[src/rtl/sample_window_if.sv]
// Bundles the sample-window stimulus and observation signals; master drives samples, slave is the window.
// min_smpl/max_smpl exist only when SAMPLE_WINDOW_MINMAX_EN is defined.
interface sample_window_if #(
  parameter int DATA_WIDTH = 12,
  parameter int DEPTH      = 14
);
  localparam int PTR_W = $clog2(DEPTH);
  localparam int CNT_W = $clog2(DEPTH + 1);
  localparam int SUM_W = DATA_WIDTH + CNT_W;

  logic                        in_valid;
  logic [DATA_WIDTH-1:0]       in_smpl;
  logic                        clr;
  logic                        freeze;
  logic [DEPTH*DATA_WIDTH-1:0] out_smpls;
  logic [PTR_W-1:0]            wr_ptr;
  logic [CNT_W-1:0]            count;
  logic                        full;
  logic [SUM_W-1:0]            sum;
  logic                        overrun;

`ifdef SAMPLE_WINDOW_MINMAX_EN
  logic [DATA_WIDTH-1:0]       min_smpl;
  logic [DATA_WIDTH-1:0]       max_smpl;

  modport master (
    output in_valid, in_smpl, clr, freeze,
    input  out_smpls, wr_ptr, count, full, sum, overrun, min_smpl, max_smpl
  );

  modport slave (
    input  in_valid, in_smpl, clr, freeze,
    output out_smpls, wr_ptr, count, full, sum, overrun, min_smpl, max_smpl
  );
`else
  modport master (
    output in_valid, in_smpl, clr, freeze,
    input  out_smpls, wr_ptr, count, full, sum, overrun
  );

  modport slave (
    input  in_valid, in_smpl, clr, freeze,
    output out_smpls, wr_ptr, count, full, sum, overrun
  );
`endif
endinterface

[src/rtl/sample_window.sv]
// Circular window of the last DEPTH samples with running sum; writes visible 1 cycle later, min/max (SAMPLE_WINDOW_MINMAX_EN) 2 cycles.
// No backpressure: every offered sample is stored unless clr wins or freeze drops it (dropped samples set sticky overrun).
module sample_window #(
  parameter int DATA_WIDTH = 12,
  parameter int DEPTH      = 14
) (
  input  logic            clk,
  input  logic            rst_n,
  sample_window_if.slave  win
);
  localparam int PTR_W = $clog2(DEPTH);
  localparam int CNT_W = $clog2(DEPTH + 1);
  localparam int SUM_W = DATA_WIDTH + CNT_W;

  localparam logic [PTR_W-1:0] LAST_PTR = PTR_W'(DEPTH - 1);
  localparam logic [CNT_W-1:0] FULL_CNT = CNT_W'(DEPTH);

  logic [DATA_WIDTH-1:0] slot_q [DEPTH];
  logic [PTR_W-1:0]      wr_ptr_q;
  logic [CNT_W-1:0]      count_q;
  logic [SUM_W-1:0]      sum_q;
  logic                  overrun_q;

  logic                  full;
  logic                  wr_en;
  logic [PTR_W-1:0]      wr_ptr_nxt;
  logic [CNT_W-1:0]      count_nxt;
  logic [SUM_W-1:0]      sum_nxt;
  logic [DATA_WIDTH-1:0] evict_smpl;

  assign full  = (count_q == FULL_CNT);
  assign wr_en = win.in_valid & ~win.freeze & ~win.clr;

  always_comb begin
    wr_ptr_nxt = (wr_ptr_q == LAST_PTR) ? '0 : wr_ptr_q + PTR_W'(1);
    count_nxt  = full ? count_q : count_q + CNT_W'(1);
    // Once full, the slot being overwritten leaves the window, so its value leaves the sum.
    evict_smpl = full ? slot_q[wr_ptr_q] : '0;
    sum_nxt    = sum_q + SUM_W'(win.in_smpl) - SUM_W'(evict_smpl);
  end

  always_ff @(posedge clk or negedge rst_n) begin
    if (!rst_n) begin
      for (int i = 0; i < DEPTH; i++) begin
        slot_q[i] <= '0;
      end
      wr_ptr_q  <= '0;
      count_q   <= '0;
      sum_q     <= '0;
      overrun_q <= 1'b0;
    end else if (win.clr) begin
      for (int i = 0; i < DEPTH; i++) begin
        slot_q[i] <= '0;
      end
      wr_ptr_q  <= '0;
      count_q   <= '0;
      sum_q     <= '0;
      overrun_q <= 1'b0;
    end else if (win.freeze) begin
      if (win.in_valid) begin
        overrun_q <= 1'b1;
      end
    end else if (wr_en) begin
      slot_q[wr_ptr_q] <= win.in_smpl;
      wr_ptr_q         <= wr_ptr_nxt;
      count_q          <= count_nxt;
      sum_q            <= sum_nxt;
    end
  end

  for (genvar g = 0; g < DEPTH; g++) begin : g_out
    assign win.out_smpls[g*DATA_WIDTH +: DATA_WIDTH] = slot_q[g];
  end

  assign win.wr_ptr  = wr_ptr_q;
  assign win.count   = count_q;
  assign win.full    = full;
  assign win.sum     = sum_q;
  assign win.overrun = overrun_q;

`ifdef SAMPLE_WINDOW_MINMAX_EN
  logic [DATA_WIDTH-1:0] min_comb;
  logic [DATA_WIDTH-1:0] max_comb;
  logic [DATA_WIDTH-1:0] min_q;
  logic [DATA_WIDTH-1:0] max_q;

  // Slots fill from 0 upward after clear/reset, so indices below count are exactly the valid ones.
  always_comb begin
    min_comb = '1;
    max_comb = '0;
    for (int i = 0; i < DEPTH; i++) begin
      if (CNT_W'(i) < count_q) begin
        if (slot_q[i] < min_comb) min_comb = slot_q[i];
        if (slot_q[i] > max_comb) max_comb = slot_q[i];
      end
    end
    if (count_q == '0) begin
      min_comb = '0;
    end
  end

  // clr zeroes these in the same edge as count so they never show stale extremes of an empty window.
  always_ff @(posedge clk or negedge rst_n) begin
    if (!rst_n) begin
      min_q <= '0;
      max_q <= '0;
    end else if (win.clr) begin
      min_q <= '0;
      max_q <= '0;
    end else begin
      min_q <= min_comb;
      max_q <= max_comb;
    end
  end

  assign win.min_smpl = min_q;
  assign win.max_smpl = max_q;
`endif
endmodule

[src/flat_wrapper.sv]
// flat-port wrapper written by rule: the top's interface ports become plain ports
module sample_window_flat 
#(
  parameter int DATA_WIDTH = 12,
  parameter int DEPTH      = 14
)
  (clk, rst_n, win_in_valid, win_in_smpl, win_clr, win_freeze, win_out_smpls, win_wr_ptr, win_count, win_full, win_sum, win_overrun);
  sample_window_if #(.DATA_WIDTH(DATA_WIDTH), .DEPTH(DEPTH)) win_i ();
  input  logic clk;
  input  logic rst_n;
  input wire logic [$bits(win_i.in_valid)-1:0] win_in_valid;
  input wire logic [$bits(win_i.in_smpl)-1:0] win_in_smpl;
  input wire logic [$bits(win_i.clr)-1:0] win_clr;
  input wire logic [$bits(win_i.freeze)-1:0] win_freeze;
  output wire logic [$bits(win_i.out_smpls)-1:0] win_out_smpls;
  output wire logic [$bits(win_i.wr_ptr)-1:0] win_wr_ptr;
  output wire logic [$bits(win_i.count)-1:0] win_count;
  output wire logic [$bits(win_i.full)-1:0] win_full;
  output wire logic [$bits(win_i.sum)-1:0] win_sum;
  output wire logic [$bits(win_i.overrun)-1:0] win_overrun;
  assign win_i.in_valid = win_in_valid;
  assign win_i.in_smpl = win_in_smpl;
  assign win_i.clr = win_clr;
  assign win_i.freeze = win_freeze;
  assign win_out_smpls = win_i.out_smpls;
  assign win_wr_ptr = win_i.wr_ptr;
  assign win_count = win_i.count;
  assign win_full = win_i.full;
  assign win_sum = win_i.sum;
  assign win_overrun = win_i.overrun;
  sample_window #(.DATA_WIDTH(DATA_WIDTH), .DEPTH(DEPTH)) u_core (.clk(clk), .rst_n(rst_n), .win(win_i));
endmodule
[config.mk]
export PLATFORM = sky130hd
export DESIGN_NAME = sample_window_flat
export DESIGN_NICKNAME = d
export VERILOG_FILES = /design/src/rtl/sample_window_if.sv /design/src/rtl/sample_window.sv /design/src/flat_wrapper.sv
export SDC_FILE = /design/constraint.sdc
export NUM_CORES = 1
export LEC_CHECK = 0
export BUFFER_PORTS_ARGS = -buffer_cell sky130_fd_sc_hd__buf_2
export CAP_MARGIN = 20
export CORE_MARGIN = 3
export CORE_UTILIZATION = 24
export DETAILED_ROUTE_END_ITERATION = 6
export GPL_TIMING_DRIVEN = 0
export SYNTH_ARGS = -nofsm -noshare
export SYNTH_HDL_FRONTEND = slang
export SYNTH_SLANG_ARGS = --single-unit
[constraint.sdc]
create_clock -name clk -period 5.4 [get_ports clk]
set_clock_uncertainty 0.15 [all_clocks]
set_input_delay 0.81 -clock clk [delete_from_list [all_inputs] [get_ports clk]]
set_output_delay 0.81 -clock clk [all_outputs]
set_load 0.01 [all_outputs]
==> impl_metrics.toml <==
[finish]
syn_to_final_growth_pct = 23.2
multi_input_area_um2 = 4950
regArea_um2 = 4830
final_cells = 1976
nets = 1433
nFillCells = 4590
final_layout_size_suffix_gt1_frac = 0.231
fin_area_um2 = 12800
num_antenna_cells = 0

[job]
cap_violations = 0

[clock_tree]
postCtsSetupBuffers = 0
clkLatencyLatePin_ns = 0.46
clock-sinks = 193
cts.clk_slew.worst_paths_ns = 0.08
cts_max_level = 4
cts_resized = 0
cts_max_path_buffers = 2
cts_root_buffer = "clkbuf_16"
cts_buffers = 17
cts_tree = "yes"
hold_buffers = 0

[floorplan]
ios = 211
coreArea_um2 = 42400
die_x_um = 214
rows = 75
fp.dieH_um = 214
start_util = 0.245
die-area_um2 = 45900

[worst_setup_path]
cp.arrival_ns = 5.25
critPathMaxFanout = 10
critPathRequiredTime_ns = 5.55
critPathLaunchType = "register"
worstSetupPathType = "register to register"
cp-end-kind = "register"

[placement]
gp_congestion = 0.926
place_area_um2 = 12200
post-place-cells = 1944
place_hpwl_um = 34200
post-place-ws_ns = 0.401
port_buffers = 210

[timing]
setup_violations = 0
rsz0062_at_grt = "false"
fin_crit_sh = 0.945
timing_max_transition_violations_final = 0
min_period_ns = 5.10
setup_slack_ns = 0.298
tightestPinTransition_ns = 0.901
fmaxAchievable_mhz = 196
fin_hold_ws_ns = 0.155
slew_headroom = 0.399
hold_viol = 0

[synth]
yosysWarnings = 0
postSynthCellCount = 1156
syn_area_per_cell_um2 = 9.00
ys.flop_type = "dfrtp_1"
synth_nets = 1203
synth-edff-count = 0
ys_seq_area_frac = 0.464
synth_area_um2 = 10400
ys_types = 55
synthArstFlopShare = 1.00
ys_seq_elements = 193

[routing]
drc = 6
wl_per_cell_um = 22.5
ant_nets = 0
drt-vias-per-instance = 5.10
firstDrtPassIters = 7
routed_wl_um = 44400
drtIter0Drc = 1123
num_vias = 10100

[grt]
grt_pass1_wl_um = 65800
track_usage = 0.190
antenna_found_initial = 0
grt_overflow_total = 0
grt_max_degree = 113
grt_pass1_vias = 9925

[pwr]
ir_worst_vdd_v = 0.000164
p_leak_nw = 5.81
power_density_nw_per_um2 = 265

[outcome]
status = "finished with violations"
violations = "DRC"

[min_path]
hold_class = "input port to asynchronous set/reset pin"
==> flip-flops by register name, indices dropped and copies added (netlist names) <==
signal / cells
u_core.win.out_smpls: 168
u_core.win.sum: 16
u_core.win.count: 4
u_core.win.wr_ptr: 4
u_core.win.overrun: 1
==> worst paths after layout <==
check | depth (start not counted) | end | slack [ns] | startpoint
min in group clk | 2 | u_core.win.overrun$_DFFE_PN0P_ | 0.35 | u_core.win.overrun$_DFFE_PN0P_
min | 1 | u_core.win.count[0]$_DFFE_PN0P_ | 0.16 | rst_n
min reg2reg | 2 | u_core.win.overrun$_DFFE_PN0P_ | 0.35 | u_core.win.overrun$_DFFE_PN0P_
max | 14 | u_core.win.sum[11]$_DFFE_PN0P_ | 0.30 | u_core.win.wr_ptr[1]$_DFFE_PN0P_
max in group asynchronous | 2 | u_core.win.out_smpls[137]$_DFFE_PN0P_ | 3.90 | rst_n
max reg2reg | 14 | u_core.win.sum[11]$_DFFE_PN0P_ | 0.30 | u_core.win.wr_ptr[1]$_DFFE_PN0P_
==> power by group <==
part	internal [mW]	switching, mW
clock network	0.676	0.660
registers	1.47	0.0260
logic	0.191	0.376
==> cell usage after synthesis (all sizes together), types with 7 or more instances <==
cell,instances,share of area
mux4,36,0.078
dfrtp,193,0.46
ha,18,0.022
or3,7,0.0042
fa,12,0.023
nand2,273,0.099
nor3,7,0.0034
a222oi,12,0.012
nor2,66,0.024
mux2i,14,0.013
a211oi,7,0.0060
a21oi,205,0.099
clkbuf,67,0.024
buf,29,0.014
or2,14,0.0087
o21ai,9,0.0043
inv,58,0.021
nand3,62,0.030
==> cell type report <==
class	count	share of cell area
multi-input cells	809	0.387
plain buffers	96	0.0314
well taps	577	0.0564
clock inverters	14	0.0124
clock buffers	18	0.0343
flip-flops and latches	193	0.377
repair buffers	211	0.0850
inverters	58	0.0170
==> worst max-delay path, cell delays in order, from the launching register on <==
cell and delay [ns]:
dfrtp_1 0.41, buf_2 0.34, clkbuf_1 0.62, mux4_2 0.44, a222oi_1 0.42, a21oi_1 0.19
fa_1 0.58, inv_1 0.06, ha_1 0.31, a211oi_1 0.30, or2_4 0.21, a211oi_2 0.10
o41ai_1 0.51, or4_1 0.18, o311ai_0 0.12
==> kinds of logic (layout without fill, tap and decap cells) <==
| family | count (synthesis) | after routing | share of synthesized area |
|---|---|---|---|
| DFF | 193 | 193 | 0.464 |
| and+or+nand+nor | 463 | 463 | 0.191 |
| muxes | 50 | 50 | 0.0914 |
| adders and majority gates | 30 | 30 | 0.0447 |
| buffers and inverters | 154 | 397 | 0.0595 |
| AOI/OAI and AO/OA | 260 | 260 | 0.144 |
| xor gates and xnor gates | 6 | 6 | 0.00505 |
==> stage by stage <==
| stage | power (mW) | TNS [ns] | utilization |
|---|---|---|---|
| after floorplan | 1.87 | 0 | - |
| after global placement | 2.07 | -2.30 | 0.287 |
| after detailed placement | 2.08 | 0 | 0.288 |
| after CTS | 3.40 | 0 | 0.302 |
| after global routing | 3.53 | 0 | 0.302 |
| final | 3.40 | 0 | 0.302 |
==> layout by cell type (no fill, tap or decap), drive strengths merged, types with 4 or more instances in the layout <==
master,n
a21oi,205
or3,7
nor2b,6
nand2b,5
inv,68
a211oi,7
xnor2,5
o21ai,9
nand2,273
fa,12
buf,240
dfrtp,193
a21o,6
nor3,7
nand3,62
or2,14
mux4,36
nor4,4
nor2,66
ha,18
clkbuf,85
a222oi,12
and2,6
mux2i,14
==> routing by layer <==
layer	track usage	wire (um)	up-vias
li1	-	-	4405
met1	0.233	17100	5012
met2	0.303	20500	554
met3	0.0553	4150	111
met4	0.105	2650	0
met5	0	0	-
Power figures use the tool's default switching activity.
